===== src/rtl/fpga_ccff_loader.sv =====
// Wishbone-slave bitstream loader: buffers 32-bit words in a 4-deep FIFO and
// shifts them LSB-first into the FPGA configuration chain on a divided prog clock.
module fpga_ccff_loader #(
  parameter int CNT_W   = 20,
  parameter int CLK_DIV = 2
) (
  input  logic        wb_clk_i,
  input  logic        wb_rst_ni,
  input  logic        wbs_stb_i,
  input  logic        wbs_cyc_i,
  input  logic        wbs_we_i,
  input  logic [31:0] wbs_adr_i,
  input  logic [31:0] wbs_dat_i,
  output logic        wbs_ack_o,
  output logic [31:0] wbs_dat_o,
  input  logic        ccff_tail_i,
  output logic        prog_clk_o,
  output logic        ccff_head_o,
  output logic        busy_o
);
  localparam logic [1:0] S_IDLE  = 2'd0;
  localparam logic [1:0] S_FETCH = 2'd1;
  localparam logic [1:0] S_LOW   = 2'd2;
  localparam logic [1:0] S_HIGH  = 2'd3;
  localparam logic [7:0] DIV_LAST = 8'(CLK_DIV - 1);

  logic [1:0]       state;
  logic [7:0]       div_cnt;
  logic [CNT_W-1:0] bit_cnt;
  logic [CNT_W-1:0] len_q;
  logic [4:0]       bit_idx;
  logic [31:0]      shift_q;
  logic [31:0]      tail_q;
  logic [31:0]      rd_data;
  logic             start_q;
  logic             abort_q;
  logic             done_q;
  logic             ovf_q;
  logic [31:0]      fifo_mem [4];
  logic [1:0]       wr_ptr;
  logic [1:0]       rd_ptr;
  logic [2:0]       level;

  logic       wb_req;
  logic       wr_en;
  logic [2:0] reg_sel;
  logic       data_wr;
  logic       status_wr;
  logic       fifo_full;
  logic       fifo_empty;
  logic       fifo_pop;
  logic       fifo_push;
  logic       bit_end;
  logic       unused_adr;

  assign wb_req     = wbs_stb_i & wbs_cyc_i & ~wbs_ack_o;
  assign wr_en      = wb_req & wbs_we_i;
  assign reg_sel    = wbs_adr_i[4:2];
  assign unused_adr = &{1'b0, wbs_adr_i[31:5], wbs_adr_i[1:0]};
  assign data_wr    = wr_en && (reg_sel == 3'd2);
  assign status_wr  = wr_en && (reg_sel == 3'd3);
  assign fifo_full  = (level == 3'd4);
  assign fifo_empty = (level == 3'd0);
  // A pop in the same cycle frees a slot, so a write into a full FIFO still lands.
  assign fifo_pop   = (state == S_FETCH) && !fifo_empty && !abort_q;
  assign fifo_push  = data_wr && (!fifo_full || fifo_pop);
  assign bit_end    = (state == S_HIGH) && (div_cnt == DIV_LAST) && !abort_q;
  assign busy_o     = (state != S_IDLE);

  always_comb begin
    rd_data = '0;
    case (reg_sel)
      3'd1:    rd_data = 32'(len_q);
      3'd3:    rd_data = {25'd0, level, 1'b0, ovf_q, done_q, busy_o};
      3'd4:    rd_data = tail_q;
      default: rd_data = '0;
    endcase
  end

  always_ff @(posedge wb_clk_i or negedge wb_rst_ni) begin
    if (!wb_rst_ni) begin
      wbs_ack_o <= 1'b0;
      wbs_dat_o <= '0;
      start_q   <= 1'b0;
      abort_q   <= 1'b0;
      len_q     <= '0;
    end else begin
      wbs_ack_o <= wb_req;
      wbs_dat_o <= (wb_req && !wbs_we_i) ? rd_data : '0;
      start_q   <= wr_en && (reg_sel == 3'd0) && wbs_dat_i[0];
      abort_q   <= wr_en && (reg_sel == 3'd0) && wbs_dat_i[1];
      if (wr_en && (reg_sel == 3'd1)) len_q <= wbs_dat_i[CNT_W-1:0];
    end
  end

  always_ff @(posedge wb_clk_i) begin
    if (fifo_push) fifo_mem[wr_ptr] <= wbs_dat_i;
  end

  always_ff @(posedge wb_clk_i or negedge wb_rst_ni) begin
    if (!wb_rst_ni) begin
      wr_ptr <= '0;
      rd_ptr <= '0;
      level  <= '0;
    end else if (abort_q) begin
      wr_ptr <= '0;
      rd_ptr <= '0;
      level  <= '0;
    end else begin
      if (fifo_push) wr_ptr <= wr_ptr + 2'd1;
      if (fifo_pop)  rd_ptr <= rd_ptr + 2'd1;
      case ({fifo_push, fifo_pop})
        2'b10:   level <= level + 3'd1;
        2'b01:   level <= level - 3'd1;
        default: level <= level;
      endcase
    end
  end

  always_ff @(posedge wb_clk_i) begin
    if (fifo_pop)     shift_q <= fifo_mem[rd_ptr];
    else if (bit_end) shift_q <= {1'b0, shift_q[31:1]};
  end

  always_ff @(posedge wb_clk_i or negedge wb_rst_ni) begin
    if (!wb_rst_ni) begin
      state       <= S_IDLE;
      div_cnt     <= '0;
      bit_cnt     <= '0;
      bit_idx     <= '0;
      prog_clk_o  <= 1'b0;
      ccff_head_o <= 1'b0;
      done_q      <= 1'b0;
      ovf_q       <= 1'b0;
      tail_q      <= '0;
    end else begin
      if (data_wr && fifo_full && !fifo_pop)  ovf_q <= 1'b1;
      else if (status_wr && wbs_dat_i[2])     ovf_q <= 1'b0;
      if (status_wr && wbs_dat_i[1])          done_q <= 1'b0;

      if (abort_q) begin
        state       <= S_IDLE;
        div_cnt     <= '0;
        prog_clk_o  <= 1'b0;
        ccff_head_o <= 1'b0;
      end else begin
        case (state)
          S_IDLE: begin
            if (start_q) begin
              if (len_q != '0) begin
                bit_cnt <= len_q;
                state   <= S_FETCH;
              end else begin
                done_q <= 1'b1;
              end
            end
          end
          S_FETCH: begin
            if (!fifo_empty) begin
              ccff_head_o <= fifo_mem[rd_ptr][0];
              bit_idx     <= '0;
              div_cnt     <= '0;
              state       <= S_LOW;
            end
          end
          S_LOW: begin
            if (div_cnt == DIV_LAST) begin
              div_cnt    <= '0;
              prog_clk_o <= 1'b1;
              state      <= S_HIGH;
            end else begin
              div_cnt <= div_cnt + 8'd1;
            end
          end
          default: begin
            if (div_cnt == 8'd0) tail_q <= {tail_q[30:0], ccff_tail_i};
            if (div_cnt == DIV_LAST) begin
              div_cnt    <= '0;
              prog_clk_o <= 1'b0;
              bit_idx    <= bit_idx + 5'd1;
              if (bit_cnt != '0) bit_cnt <= bit_cnt - CNT_W'(1);
              // Finishing mid-word leaves the rest of that word and later FIFO words unused.
              if (bit_cnt <= CNT_W'(1)) begin
                state  <= S_IDLE;
                done_q <= 1'b1;
              end else if (bit_idx == 5'd31) begin
                state <= S_FETCH;
              end else begin
                ccff_head_o <= shift_q[1];
                state       <= S_LOW;
              end
            end else begin
              div_cnt <= div_cnt + 8'd1;
            end
          end
        endcase
      end
    end
  end
endmodule


===== config.mk =====
export PLATFORM = sky130hd
export DESIGN_NAME = fpga_ccff_loader
export DESIGN_NICKNAME = d
export VERILOG_FILES = /design/src/rtl/fpga_ccff_loader.sv
export SDC_FILE = /design/constraint.sdc
export NUM_CORES = 1
export LEC_CHECK = 0
export ABC_AREA = 1
export ABC_CLOCK_PERIOD_IN_PS = 3650
export CELL_PAD_IN_SITES_DETAIL_PLACEMENT = 2
export CELL_PAD_IN_SITES_GLOBAL_PLACEMENT = 2
export CORE_MARGIN = 4
export CORE_UTILIZATION = 34
export CTS_CLUSTER_SIZE = 14
export DETAILED_ROUTE_END_ITERATION = 16
export GPL_TIMING_DRIVEN = 0
export MAX_ROUTING_LAYER = met4
export PLACE_DENSITY_LB_ADDON = 0.08
export SLEW_MARGIN = 15
export SYNTH_ARGS = -nofsm -noshare
export SYNTH_HDL_FRONTEND = slang
export SYNTH_SLANG_ARGS = --single-unit

===== constraint.sdc =====
create_clock -name wb_clk_i -period 3.65 [get_ports wb_clk_i]
set_input_delay 0.73 -clock wb_clk_i [delete_from_list [all_inputs] [get_ports wb_clk_i]]
set_output_delay 0.73 -clock wb_clk_i [all_outputs]
set_load 0.005 [all_outputs]

-- Yosys cells after proc, flatten, opt, wreduce, memory -nomap -nowiden
Memory sizes are Yosys's and may differ from the RTL's.
Cells that the tools add are included.
Widths: inputs -> output; s select.
- register bits after elaboration: 165
- RAM bits: 128
- input bits: 70
- output and inout port bits: 36
- word-level logic and storage cells: 162
- memories: 1
- add/sub/neg operators: 7
- magnitude comparators: 1
- eq/ne operators: 24
- mux-type cells: 52
- bitwise logic cells: 8
- reduce and logical (&&, ||, !) cells: 51
- memories (name ; depth ; width ; rd ports ; clocked after memory_dff ; write ports ; line ; RTL):
    fifo_mem ; 4 ; 32 ; 1 ; 0 ; 1 ; 39 ; logic [31:0] fifo_mem [4];
- operators by type and width (cell ; number):
    $mux 32 ; 3
    $pmux 32 s3 ; 1
    $mux 20 ; 4
    $pmux 20 s2 ; 1
    $reduce_bool 20->1 ; 2
    $mux 2 ; 12
    $mux 8 ; 3
    $le 20x1->1 const B ; 1
    $sub 20x1->20 const B ; 1
    $mux 1 ; 18
    $ne 3x3->1 const B ; 6
    $reduce_bool 2->1 ; 9
    $logic_and 1x1->1 ; 16
    $pmux 8 s2 ; 1
    $mux 5 ; 2
    $pmux 5 s2 ; 1
    $reduce_and 5->1 ; 2
    $add 8x1->8 const B ; 1
    $eq 8x1->1 const B ; 1
    $logic_not 8->1 ; 1
    $ne 2x2->1 const B ; 4
    $eq 2x2->1 const B ; 3
    $eq 3x2->1 const B ; 2
    $eq 3x3->1 const B ; 2
    26 further kinds ; 46

-- Logic depth before layout (Yosys ltp)
Gate-level depths: netlist of the first run.
- depth after elaboration: 10
- mapped depth: 15
- depth with buffers taken out: 15

-- Worst setup path before layout of the first run
OpenSTA, ideal clock, no wires.
- path kind: flip-flop to flip-flop
- start: register abort_q
- end: register shift_q[10] (enable)
- setup time: 0.462 ns
- data arrival time: 3.228 ns
- data required time: 3.188 ns
- path slack: -0.041 ns
- stages on the path, launching flop included: 6
- path buffers: 2
- clock period less this slack: 3.691 ns
- path through: dfrtp_1 -> buf_2 -> inv_1 -> clkbuf_1 -> nand2_1 -> o21ai_0
- word-level cells in the longest chain between the ends: 3
- ends and longest elaborated chain (element ; line ; RTL):
    start, declared ; 36 ; logic abort_q;
    start signal, assigned ; 91 ; abort_q <= wr_en && (reg_sel == 3'd0) && wbs_dat_i[1];
    $logic_not 1->1 (*) ; 65, 67 ;
    $logic_and 1x1->1 (on tied branches) ; 65, 67 ;
    $reduce_bool 2->1 (no line) (*) ; - ;
    end signal, assigned ; 121 ; if (fifo_pop) shift_q <= fifo_mem[rd_ptr];
    end signal, assigned ; 122 ; else if (bit_end) shift_q <= {1'b0, shift_q[31:1]};
    end, declared ; 32 ; logic [31:0] shift_q;
Every way passes the cells marked *; elsewhere a longest branch is shown, timed or not.
A chain may end at the register's enable or synchronous reset.

-- Final worst setup path of the first run
- start: register state[0]
- end: output port busy_o
- word-level cells in the longest chain between the ends: 1
- ends and longest elaborated chain (element ; line ; RTL):
    start, declared ; 27 ; logic [1:0] state;
    start signal, assigned ; 127 ; state <= S_IDLE;
    start signal, assigned ; 142 ; state <= S_IDLE;
    start signal, assigned ; 152 ; state <= S_FETCH;
    $reduce_bool 2->1 ; 68 ; assign busy_o = (state != S_IDLE);
    end, declared ; 19 ; output logic busy_o
Every way passes these cells.

==> results.md, run 1 <==
- VDD IR max: 0.344 mV
- Most used DFF post-synth: edfxtp_1
- Final Cell Area: 15500 sq um
- Largest net degree at the start of global routing: 87
- Max Buffers Root-to-Sink: 3
- Syn. warnings: 0
- Synthesized cell area: 12600 sq um
- Clock-pin slew on the worst setup and hold paths: 50 ps
- CTS tree: yes
- Setup crit end kind: output pin
- Post-Syn Nets: 1376
- Syn avg cell area: 9.80 sq um
- Chip height: 201 microns
- Final Util: 42.2%
- HPWL Detailed: 28.7 mm
- TritonRoute pass-1 iters: 6
- Grt ovf: 0
- Routability cong.: 0.784
- DIE AREA: 40300 sq um
- Setup violators final: 0
- Layout area overhead: 22.4%
- Multi-input logic area: 3920 sq um
- I/O Buffers: 76
- Global-route wire length before repair: 64.6 mm
- Fin nets: 1495
- Post-synth top area cell: edfxtp_1
- Hold Vio Cnt, Final: 0
- Hold WS: 113 ps
- Pwr dens: 805 nW/um^2
- CP required: 2920 ps
- Final Skew: 17.6 ps
- Slew at the pin closest to its max-slew limit: 829 ps
- Placed inst area: 14200 sq um
- DR vias: 9616
- Sequential area share after synthesis: 64.2%
- # Max-Cap Violations: 0
- Synth Instances: 1289
- Row cnt: 70
- Routed wire length: 40.5 mm
- Clk sinks: 292
- CTS root buffer: clkbuf_16
- Placed Instances: 1839
- Die W: 201 microns
- DRC viols: 0
- Async SR Flop Fraction: 45.5%
- Critical path launch point type: flip-flop
- Final Non-Filler Cells: 1905
- Fraction of layout cells with a size suffix above 1: 7.46%
- Final Max Slew Viols: 0
- Vias in the first global route: 11000
- Reg area: 8100 sq um
- Initial Utilization: 34.5%
- Max H-tree Level: 2
- Count of unique library cells instantiated by Yosys: 38
- Slew headroom: 44.6%
- DR iter-0 viols: 398
- GRT Total Usage: 20.8%
- Core Area: 36600 sq um
- Inserted Clock Buffers: 36
- FMAX: 314 MHz
- Arr. time, crit path: 2460 ps
- WS Path Type: flip-flop to output pin
- Worst Hold Class: primary input to asynchronous set/reset pin
- Synth top area share: 37.8%
- Via-per-instance ratio: 5.05
- Initial antenna violation count: 2
- Crit path time final: 3190 ps
- Outcome: completed
- Synth area leaders: edfxtp_1, dfrtp_1, nand2_1
- I/O pins: 106
- CP Max Fanout: 19
- # hold bufs at CTS: 0
- Lkg Pwr: 6.39 nW
- Unrepaired setup endpoints after global routing: false
- Number of enable flip-flop cells after synthesis: 159
- Final ANT Viol Nets: 0
- Clock Latency Late Sink: 520 ps
- Crit share post-route: 87.3%
- Flops & latches, synth: 292
- Fill cell count: 3900
- Drt wl/cell: 21.3 microns
- Final setup TNS: 0 ps
[registers in the layout, indices dropped and copies added (netlist names), 3 cells and up]
register / cells
fifo_mem: 128
level: 3
bit_idx: 5
div_cnt: 8
wbs_dat_o: 32
shift_q: 31
tail_q: 32
len_q: 20
bit_cnt: 20
[kinds of logic after synthesis]
| family | Yosys count | share of synthesized area (%) |
|---|---|---|
| AO/OA/AOI/OAI | 224 | 9.51 |
| XOR/XNOR | 5 | 0.347 |
| adder cells (fa/ha/maj) | 17 | 1.74 |
| buffers and inverters | 166 | 5.18 |
| flip-flops | 292 | 64.2 |
| multiplexers | 9 | 0.793 |
| AND/OR/NAND/NOR | 576 | 18.3 |
[critical path, cell delays in order (launching register included)]
cell and delay, ps:
dfrtp_1 440, inv_1 110, ha_1 280, inv_2 130, buf_2 390, clkdlybuf4s50_1 590
[stage by stage]
stage                     setup slack, ps  total power, W
after floorplan                       578         0.00712
after global placement              -4160         0.00847
after detailed placement             58.1         0.00873
after CTS                            30.6          0.0127
after global routing                  274          0.0134
final                                 463          0.0124
[cell type report]
class,count,share of cell area [%]
Sequential cell,292,52.4
Multi-Input combinational cell,831,25.3
Clock buffer,45,6.52
Timing Repair Buffer,82,6.02
Tap cell,468,3.79
Inverter,116,2.82
Clock inverter,20,1.69
Buffer,49,1.39
Antenna cell,2,0.0324
[cells in the mapped netlist, types with 2 or more instances]
library cell  instances
o221ai_1              2
xor2_1                4
nand2_1             315
nand4_1               8
nand3_1              49
ha_1                 16
o21ai_0             124
mux2_2                8
inv_1               109
buf_2                10
buf_6                 2
dfrtp_1             133
nor3_1               17
a21oi_1              44
nor2_1              172
edfxtp_1            159
nor2_2                5
clkbuf_1             37
nand2_2               4
o21ai_1              11
inv_2                 7
o22ai_1              37
[report_power, final]
| group | internal, W | total [W] | switching [W] | leakage, nW |
|---|---|---|---|---|
| clock network | 0.00238 | 0.00383 | 0.00144 | 0.612 |
| logic | 0.00124 | 0.00401 | 0.00277 | 2.62 |
| registers | 0.00417 | 0.00461 | 0.000437 | 3.16 |
[worst paths after layout]
path	from	end	slack (ps)	cells past startpoint
worst max register to register	state[1]$_DFFE_PN0P_	fifo_mem[0][17]$_DFFE_PP_	850	9
worst max-delay path	state[0]$_DFFE_PN0P_	busy_o	460	5
min in group wb_clk_i	bit_idx[4]$_DFFE_PN0P_	bit_idx[4]$_DFFE_PN0P_	480	2
worst min-delay path	wb_rst_ni	div_cnt[5]$_DFFE_PN0P_	110	1
worst min register to register	bit_idx[4]$_DFFE_PN0P_	bit_idx[4]$_DFFE_PN0P_	480	2
max in group asynchronous	wb_rst_ni	wbs_dat_o[27]$_DFF_PN0_	2750	2
[per-layer routing]
layer  vias up  GRT usage, %  part of all wire [%]
met2       122          36.5                    51
met5         -             -                     0
met4         0          3.93                   1.5
met3        51          2.92                   3.4
li1       4542             -                     -
met1      4901          26.0                    44
[timing repair]
item / in CTS / in global routing
endpoints found under the setup margin: 0 / 1
setup buffers: 0 / 0
gates resized for setup: 0 / 0
[placed cells by master (no fill, tap or decap), types with 2 or more instances in the layout]
cell	netlist	final
clkbuf_8	0	3
inv_2	7	7
ha_1	16	16
buf_2	10	10
buf_16	0	6
nand3_1	49	49
o21ai_1	11	11
dfrtp_1	133	133
nor2_4	0	4
bufinv_16	0	6
o22ai_1	37	37
nand2_1	315	315
nor3_1	17	17
clkbuf_16	0	38
o21ai_0	124	123
nand2_2	4	4
diode_2	0	2
buf_6	2	2
nor2_1	172	168
nand4_1	8	8
clkbuf_1	37	40
nor2_2	5	5
xor2_1	4	4
clkinv_1	0	6
clkdlybuf4s50_1	0	75
clkinv_2	0	4
edfxtp_1	159	159
mux2_2	8	8
inv_1	109	109
clkinvlp_4	0	3
o221ai_1	2	2
a21oi_1	44	44
Note: power is estimated with default switching activity, not from simulation.
==> run 2, diff against run 1 <==
PLACE_DENSITY_LB_ADDON = 0.1   (was 0.08)
==> run 2 against run 1 <==
Sequential power is essentially flat. Wire length shrank 0.49%. Global-route usage fell by 0.34 points. Cell count decreased by 0.16%. Combinational power is essentially flat. Clock power is 13% lower. Hold slack better by 30 ps. Critical path depth unchanged. Sequential share of layout area grew 0.69 points. Clock skew down 3.9 ps.
==> results.md, run 2 (synthesized netlist as in run 1, its figures left out) <==
- CP Max Fanout: 19 (unchanged)
- GRT Total Usage: 20.5% (-0.34 points)
- Routed wire length: 40.3 mm (-0.49%)
- Cell Chain, Critical Path: inv_1 > ha_1 > inv_2 > buf_2 > clkdlybuf4s50_1
- DR vias: 9644 (+0.29%)
- I/O Buffers: 76 (unchanged)
- Pwr dens: 782 nW/um^2 (-2.9%)
- CP required: 2920 ps (about the same)
- R2r startpoint: state[1]$_DFFE_PN0P_
- Clock Latency Late Sink: 530 ps (about the same)
- Fin nets: 1494 (-0.067%)
- Vias in the first global route: 10800 (-1.4%)
- Drt wl/cell: 21.2 microns (-0.33%)
- Setup violators final: 0 (unchanged)
- CP max stage delay: 590 ps (about the same)
- Total power: 0.0119 W (-4.1%)
- Most common cell after layout, fill and taps aside: nand2_1
- Row cnt: 70 (unchanged)
- Inserted Clock Buffers: 35 (-2.8%)
- Arr. time, crit path: 2480 ps (+20 ps)
- Die W: 201 microns (unchanged)
- Slew at the pin closest to its max-slew limit: 797 ps (-31.4 ps)
- Clock-pin slew on the worst setup and hold paths: 60 ps (about the same)
- Critical path launch point type: flip-flop
- WS Path Type: flip-flop to output pin
- Final Util: 41.7% (-0.55 points)
- Slew headroom: 46.7% (+2.1 points)
- Most frequent cells in the layout: nand2_1, nor2_1, edfxtp_1, dfrtp_1, o21ai_0
- Post-CTS setup buffer count: 0 (unchanged)
- Fill cell count: 3925 (+0.64%)
- DR iter-0 viols: 393 (-1.3%)
- Crit path time final: 3210 ps (+21.8 ps)
- Crit share post-route: 87.9% (+0.60 points)
- R2R Path End: fifo_mem[3][14]$_DFFE_PP_
- Hold WS: 143 ps (+29.7 ps)
- DIE AREA: 40300 sq um (unchanged)
- Fraction of layout cells with a size suffix above 1: 7.33% (-0.13 points)
- Largest net degree at the start of global routing: 69 (-21%)
- Biggest regs: fifo_mem: 128 flops, tail_q: 32 flops, wbs_dat_o: 32 flops
- Max FFs per register: 128 (unchanged)
- Reg2reg path depth: 9 (unchanged)
- Max Buffers Root-to-Sink: 3 (unchanged)
- Initial Utilization: 34.5% (unchanged)
- I/O pins: 106 (unchanged)
- Worst Hold Class: primary input to asynchronous set/reset pin
- Final Skew: 13.8 ps (-3.86 ps)
- Global-route wire length before repair: 63.3 mm (-2.0%)
- CTS root buffer: clkbuf_16
- Slowest cell on crit path: clkdlybuf4s50_1
- Chip height: 201 microns (unchanged)
- VDD IR max: 0.320 mV (-7.1%)
- TritonRoute pass-1 iters: 4 (-2)
- Unrepaired setup endpoints after global routing: false
- Final ANT Viol Nets: 0 (unchanged)
- Via-per-instance ratio: 5.07 (+0.45%)
- Reg2Reg Setup Slack: 890 ps (+40 ps)
- Setup WS pre-CTS: 113 ps (+54.4 ps)
- Routability cong.: 0.797 (+1.6%)
- Lkg Pwr: 6.30 nW (-1.3%)
- Clk sinks: 292 (unchanged)
- PnR worst setup slack: 441 ps (-21.8 ps)
- Layout area overhead: 20.8%
- CTS tree: yes
- Grt ovf: 0 (unchanged)
- Outcome: completed
- DRC viols: 0 (unchanged)
- Max H-tree Level: 2 (unchanged)
- Final Cell Area: 15300 sq um (-1.3%)
- Reg with most FFs: fifo_mem
- FMAX: 312 MHz (-0.68%)
- HPWL Detailed: 28.3 mm (-1.4%)
- Final Max Slew Viols: 0 (unchanged)
- Initial antenna violation count: 1 (-1)
- Setup crit end kind: output pin
- # Max-Cap Violations: 0 (unchanged)
- Core Area: 36600 sq um (unchanged)
- Hold Vio Cnt, Final: 0 (unchanged)
- Placed inst area: 14200 sq um (about the same)
## run 2: cell count changes in the layout (fill, tap and decap cells not counted), moves of 2 or more
cell | before | now
bufinv_16 | 6 | 0
clkinv_2 | 4 | 9
clkinv_1 | 6 | 2
clkbuf_1 | 40 | 44
clkbuf_16 | 38 | 36
## run 2: area by class of cell
type,instances,area [sq um],share of cell area [%]
Antenna cell,1,2.50,0.0164
Buffer,49,215,1.41
Clock buffer,48,986,6.46
Clock inverter,15,92.6,0.607
Inverter,116,435,2.85
Multi-Input combinational cell,831,3920,25.7
Sequential cell,292,8100,53.1
Tap cell,468,586,3.84
Timing Repair Buffer,82,923,6.05
## run 2: how the worst max path moves through the flow
| stage | slack (ps) | cells past startpoint | start | to |
|---|---|---|---|---|
| global placement | -4140 | 1 | wb_rst_ni | div_cnt[5]$_DFFE_PN0P_ |
| detailed placement | 110 | 8 | wbs_we_i | fifo_mem[3][14]$_DFFE_PP_ |
| floorplan | 580 | 6 | wbs_we_i | fifo_mem[0][0]$_DFFE_PP_ |
| finish | 440 | 5 | state[0]$_DFFE_PN0P_ | busy_o |
| CTS | 20 | 6 | state[0]$_DFFE_PN0P_ | busy_o |
| global route | 250 | 5 | state[0]$_DFFE_PN0P_ | busy_o |
## run 2: timing repair
action                                  CTS  global route
hold buffers                              0             0
endpoints found under the setup margin    0             1
resized for setup                         0             0
endpoints found under the hold margin     0             0
## run 2: critical path, delay by kind of cell (launching register included)
kind                       cells  cell delay (ps)
adders and majority gates      1              280
buffers and inverters          4             1230
DFF                            1              420
## run 2: through the flow
step                      std cells  TNS, ps
after floorplan                1289        0
after global placement         1833  -754750
after detailed placement       1839        0
after CTS                      1902        0
after global routing           1902        0
final                          1902        0
## run 2: report_power, final
| group | leakage (nW) | switching, W | total (W) | internal, W |
|---|---|---|---|---|
| Combinational | 2.62 | 0.00277 | 0.00400 | 0.00123 |
| Clock | 0.532 | 0.00144 | 0.00334 | 0.00190 |
| Sequential | 3.16 | 0.000426 | 0.00460 | 0.00417 |
## run 2: per-layer routing
layer  global-route usage, %  wire length, microns  up-vias
li1                        -                     -     4536
met1                    26.2                 18500     4970
met2                    34.9                 20100       99
met3                    3.04                  1130       39
met4                    4.11                   550        0
met5                       -                     0        -
